--- config.mk ---
export PLATFORM = sky130hd
export DESIGN_NAME = dice_cta_dispatcher
export DESIGN_NICKNAME = d
export VERILOG_FILES = /design/src/rtl/dice_cta_dispatcher.sv
export SDC_FILE = /design/constraint.sdc
export NUM_CORES = 1
export LEC_CHECK = 0
export BUFFER_PORTS_ARGS = -buffer_cell sky130_fd_sc_hd__buf_2
export CORE_UTILIZATION = 54
export CTS_CLUSTER_DIAMETER = 200
export DETAILED_ROUTE_END_ITERATION = 10
export PLACE_DENSITY = 0.86
export SLEW_MARGIN = 20
export SYNTH_ARGS = -nofsm -noshare
export SYNTH_HDL_FRONTEND = slang
export SYNTH_SLANG_ARGS = --single-unit
--- constraint.sdc ---
create_clock -name clk -period 10.4 [get_ports clk]
set_input_delay 2.08 -clock clk [delete_from_list [all_inputs] [get_ports clk]]
set_output_delay 2.08 -clock clk [all_outputs]
set_load 0.02 [all_outputs]
--- src/rtl/dice_cta_dispatcher.sv ---
// CTA dispatcher: walks a kernel grid and issues credit-throttled CTA descriptors.
// Optional stall counter with `define DICE_CTA_DISPATCH_PERF_EN.
`ifndef DICE_NUM_MAX_CTA_PER_CORE
`define DICE_NUM_MAX_CTA_PER_CORE 4
`endif

package dice_pkg;
  localparam int DICE_CTA_ID_WIDTH = 8;
  localparam int IW = DICE_CTA_ID_WIDTH;

  typedef struct packed {
    logic [IW:0]   grid_z;
    logic [IW:0]   grid_y;
    logic [IW:0]   grid_x;
    logic [31:0]   param_base;
    logic [31:0]   kernel_pc;
  } dice_kernel_desc_t;

  typedef struct packed {
    logic [IW-1:0] z;
    logic [IW-1:0] y;
    logic [IW-1:0] x;
  } dice_cta_id_t;

  typedef struct packed {
    dice_kernel_desc_t kernel_desc;
    dice_cta_id_t      cta_id;
  } dice_cta_desc_t;
endpackage

module dice_cta_dispatcher
  import dice_pkg::*;
#(
  parameter int MAX_OUTSTANDING = `DICE_NUM_MAX_CTA_PER_CORE,
  localparam int CNT_W = $clog2(MAX_OUTSTANDING + 1)
) (
  input  logic              clk,
  input  logic              reset,
  input  logic              kdesc_valid,
  output logic              kdesc_ready,
  input  dice_kernel_desc_t kdesc,
  output logic              cta_valid,
  input  logic              cta_ready,
  output dice_cta_desc_t    cta_desc,
  input  logic              cta_retire,
  output logic              kernel_busy,
  output logic              kernel_done
`ifdef DICE_CTA_DISPATCH_PERF_EN
  ,
  output logic [31:0]       perf_stall_cyc
`endif
);

  localparam logic [1:0] S_IDLE  = 2'd0;
  localparam logic [1:0] S_ISSUE = 2'd1;
  localparam logic [1:0] S_DRAIN = 2'd2;
  localparam logic [1:0] S_DONE  = 2'd3;

  localparam logic [CNT_W-1:0] MAX_C = CNT_W'(MAX_OUTSTANDING);
  localparam logic [IW:0]      ONE   = (IW+1)'(1);

  logic [1:0]        r_state;
  dice_kernel_desc_t r_kd;
  dice_cta_id_t      r_id;
  logic [CNT_W-1:0]  r_out;

  logic w_credit;
  logic w_hs;
  logic w_ret;
  logic w_xl;
  logic w_yl;
  logic w_zl;
  logic w_zero;

  assign w_credit = (r_out < MAX_C);
  assign w_hs     = cta_valid && cta_ready;
  // Retires are only meaningful once a launch is in flight
  assign w_ret    = cta_retire && (r_state != S_IDLE)
                 && (r_out != '0);

  assign w_xl = ({1'b0, r_id.x} == r_kd.grid_x - ONE);
  assign w_yl = ({1'b0, r_id.y} == r_kd.grid_y - ONE);
  assign w_zl = ({1'b0, r_id.z} == r_kd.grid_z - ONE);

  assign w_zero = (kdesc.grid_x == '0)
               || (kdesc.grid_y == '0)
               || (kdesc.grid_z == '0);

  assign kdesc_ready = (r_state == S_IDLE);
  assign kernel_busy = (r_state != S_IDLE);
  assign kernel_done = (r_state == S_DONE);
  assign cta_valid   = (r_state == S_ISSUE) && w_credit;
  assign cta_desc    = '{kernel_desc: r_kd, cta_id: r_id};

  always_ff @(posedge clk or posedge reset) begin
    if (reset) begin
      r_state <= S_IDLE;
      r_kd    <= '0;
      r_id    <= '0;
    end else begin
      unique case (r_state)
        S_IDLE: begin
          if (kdesc_valid) begin
            r_kd    <= kdesc;
            r_id    <= '0;
            r_state <= w_zero ? S_DONE : S_ISSUE;
          end
        end
        S_ISSUE: begin
          if (w_hs) begin
            if (w_xl && w_yl && w_zl) begin
              r_state <= S_DRAIN;
            end else if (w_xl) begin
              r_id.x <= '0;
              if (w_yl) begin
                r_id.y <= '0;
                r_id.z <= r_id.z + 1'b1;
              end else begin
                r_id.y <= r_id.y + 1'b1;
              end
            end else begin
              r_id.x <= r_id.x + 1'b1;
            end
          end
        end
        S_DRAIN: begin
          if (r_out == '0) r_state <= S_DONE;
        end
        default: r_state <= S_IDLE;
      endcase
    end
  end

  always_ff @(posedge clk or posedge reset) begin
    if (reset) begin
      r_out <= '0;
    end else if (w_hs && !w_ret) begin
      r_out <= r_out + 1'b1;
    end else if (w_ret && !w_hs) begin
      r_out <= r_out - 1'b1;
    end
  end

`ifdef DICE_CTA_DISPATCH_PERF_EN
  logic [31:0] r_stall;

  always_ff @(posedge clk or posedge reset) begin
    if (reset) begin
      r_stall <= '0;
    end else if ((r_state == S_ISSUE)
              && ((cta_valid && !cta_ready) || !w_credit)) begin
      r_stall <= r_stall + 32'd1;
    end
  end

  assign perf_stall_cyc = r_stall;
`endif

endmodule
==> metrics <==
via count of the first global-routing pass 5032; cells traversed along the worst timing path inv_1, ha_1, nor2b_1, buf_2; number of clock sinks 120; insertion delay of the later-clocked pin in the worst-skew pair 530 ps; area of the die 0.0115 mm²; Synth Area in Adders under 10%; starting utilization of the core area 55.3%; combined area of all synthesized cells 0.00599 mm²; type of the most critical hold path flop to flop; H-tree Lvls 4; filler instances 738; detailed placer's ending HPWL 10900 µm; maximum vdd ir drop 0.000130 V; filler-free cell count of the finished design between 800 and 900; Clock Power Share 48.1%; critical path class flop to output port; leftover overflow at the end of global routing 0; power density of the placed cells approximately 160 mW/mm²; WL final 15200 µm; post-synthesis compound-gate area fraction 9.75%; Worst Hold Depth 1; post-route cell area around 0.008 mm²; total global-route track usage a little over a quarter; Setup Viol. Count Final 0; number of violations reported at the end of detailed-routing iteration 0 202; Final GP Congestion 0.821; hold_buf cts 0; area fraction in and, or, nand and nor cells after synthesis 12.7%; switching portion of total power 26.1%; Core Box Area approximately 0.011 mm²; via count 4983; Die Y-Extent roughly 110 µm; FF/Latch Area 0.00300 mm²; remaining routing DRC violations 0; Synthesized Nets 616; FP Rows 38; overall power consumption between 1 and 1.5 mW; mean instance size in the synthesized netlist 11.8 µm²; number of top-level pins between 200 and 250; setup TNS after final layout 0 ps; final-report hold violation count 0; CTS tree yes; portion of total power attributed to sequential cells approximately two fifths; endpoint of the worst-slack reg-to-reg timing path cta_desc[14]$_DFFE_PP0P_; Clock Root Buffer clkbuf_8; number of vias per cell 5.69; Int Power 0.912 mW; fraction of registers with async set/reset 100%; largest family of logic cells by synthesized area multiplexers; number of setup buffers added after CTS 0; Synth Warn # 0; maximum buffer depth of the clock tree 2; post-placement cell count 844; worst-path cell with the longest stage delay ha_1; Yosys reg bits 120; largest incremental delay on the critical path 530 ps; count of final max-slew check failures 0; number of enable flip-flop cells after synthesis 0; area occupied by multi-input gates 0.00285 mm²; wire length of the first global-routing pass 23800 µm; fraction of final layout cells with drive strength greater than 1 between 40% and 50%; routed wire length per instance between 15 and 20 µm; worst relative slew slack 37.1%; number of buffers created by CTS 17; Synth Area in XOR/XNOR 3.95%; worst hold start cta_desc[42]$_DFFE_PP0P_; Area Overhead vs Synth 30.0%; transition time at the pin with the least slew margin 940 ps; Worst Path Arrival 1960 ps; share of synthesized area occupied by flip-flops and latches between 50% and 60%; number of cells produced by synthesis a little over 500; least setup slack across all paths after layout 6360 ps; terminating pin of the worst hold path cta_desc[42]$_DFFE_PP0P_; crit-path max FO 15; total cell area at the placement stage 0.00717 mm²; port buffer count 214; max capacitance violation total 0; status finished, final reports clean; proportion of synthesized area in mux cells 18.4%; Worst R2R Start cta_desc[90]$_DFFE_PP0P_; portion of total power attributed to combinational logic 10.8%; final critical delay including setup and external delays 4050 ps; Final Net Count 831; final standard cell utilization of the core 71.8%; Net Sw Power about 0.32 mW; period utilisation layout around two fifths; Placement Setup Slack 6030 ps; Worst R2R Setup Slack 6790 ps; length of the first detailed-routing pass in iterations 4; achievable clock frequency 247 MHz; library cells used by synthesis 66; CP Launch Type flop; most common flop cell mapped by yosys dfrtp_1; number of antenna violations at the first check in global routing 0; count of inserted antenna diode cells 0; setup repair after global routing missed its margin false; largest net degree at the start of global routing 87; clock transition time at the flip-flop clock pins of the worst setup and hold paths 60 ps; antenna-violating nets left 0; path depth of the worst reg2reg path 8; Worst Skew 14.2 ps; endpoint class of the critical path output port; Worst EP required about 8300 ps; Horiz. Die Dim 107 µm; leakage power figure around 4.3 nW; post_cts resized 0; hold slack final 498 ps
cell usage after synthesis (5+ instances only):
library cell,n,area [µm²]
nor2b_1,5,31.3
xor2_1,17,149
nand2_1,18,67.6
or3_1,9,56.3
nand3b_1,5,37.5
nor4_1,7,43.8
dfrtp_1,120,3000
ha_1,11,138
xnor2_1,10,87.6
mux2_2,93,1050
clkbuf_1,16,60.1
inv_1,15,56.3
nand4_1,7,43.8
and2_1,5,31.3
nor2_1,18,67.6
o21ai_0,21,105
o31ai_1,9,67.6
and3_1,10,62.6
nand3_1,16,80.1
o21ai_1,12,60.1
a21oi_1,12,60.1
nor3_1,8,40.0
kinds of logic (layout without fill, tap and decap cells):
kind of cell               after synthesis  count (layout)
adders and majority gates               12              12
and+or+nand+nor                        132             132
muxes                                   98              98
xor gates and xnor gates                27              27
buffers and inverters                   36             264
AOI/OAI and AO/OA                       83              83
DFF                                    120             120
flip-flops by register name, summed over array words and instances (netlist names):
name,cells
cta_desc,115
r_out,3
r_state,2
worst max-delay path: cells and delay by family (launching register included):
family                     cells  cell delay (ps)
buffers and inverters          2              280
DFF                            1              410
and+or+nand+nor                1              220
adders and majority gates      1              530
power by group through the flow:
stage	clock [mW]	sequential [mW]	combinational (mW)
CTS	0.599	0.507	0.132
detailed placement	0	0.515	0.131
global placement	0	0.514	0.123
floorplan	0	0.520	0.0757
finish	0.593	0.508	0.133
global route	0.622	0.509	0.149
layer usage:
layer / part of all wire (%) / vias to the layer above / GRT usage [%] / routed length, µm
met5: 0 / - / 0 / 0
met4: 2.5 / 0 / 12.6 / 378
met3: 7.0 / 34 / 7.87 / 1060
met2: 51 / 213 / 46.0 / 7780
met1: 39 / 2437 / 31.2 / 5950
li1: - / 2299 / - / -
cells in the final DEF, fill, tap and decap left out, types with 3 or more instances in the layout:
cell / instances
buf_2: 214
dfrtp_1: 120
mux2_2: 93
o21ai_0: 21
nor2_1: 18
xor2_1: 17
nand2_1: 17
nand3_1: 16
clkbuf_16: 16
inv_1: 14
a21oi_1: 12
o21ai_1: 12
ha_1: 11
xnor2_1: 10
and3_1: 10
or3_1: 9
o31ai_1: 9
nor3_1: 8
nor4_1: 7
nand4_1: 7
clkinv_4: 6
nor2b_1: 5
and2_1: 5
nand3b_1: 5
or4_1: 4
nor3b_1: 4
nor4b_1: 3
o41ai_1: 3
nand2b_1: 3
mux2i_1: 3
bufinv_16: 3
cell type report:
class,instances,area share [%]
inverter,16,0.803
clock buffer,19,5.54
timing repair buffer,216,14.0
sequential,120,38.6
clock inverter,13,2.19
tap,140,2.25
multi-input combinational,352,36.7
worst max-delay path by stage:
stage / startpoint / endpoint / slack (ps) / cells past startpoint
after floorplan: reset / cta_desc[0]$_DFFE_PP0P_ / 5130 / 1
after global placement: cta_ready / cta_desc[14]$_DFFE_PP0P_ / 6170 / 7
after detailed placement: cta_ready / cta_desc[14]$_DFFE_PP0P_ / 6030 / 7
after CTS: r_state[1]$_DFFE_PP0P_ / cta_valid / 6330 / 4
after global routing: r_state[1]$_DFFE_PP0P_ / cta_valid / 6180 / 4
final: r_state[1]$_DFFE_PP0P_ / cta_valid / 6360 / 4
Note: power is estimated with default switching activity, not from simulation.
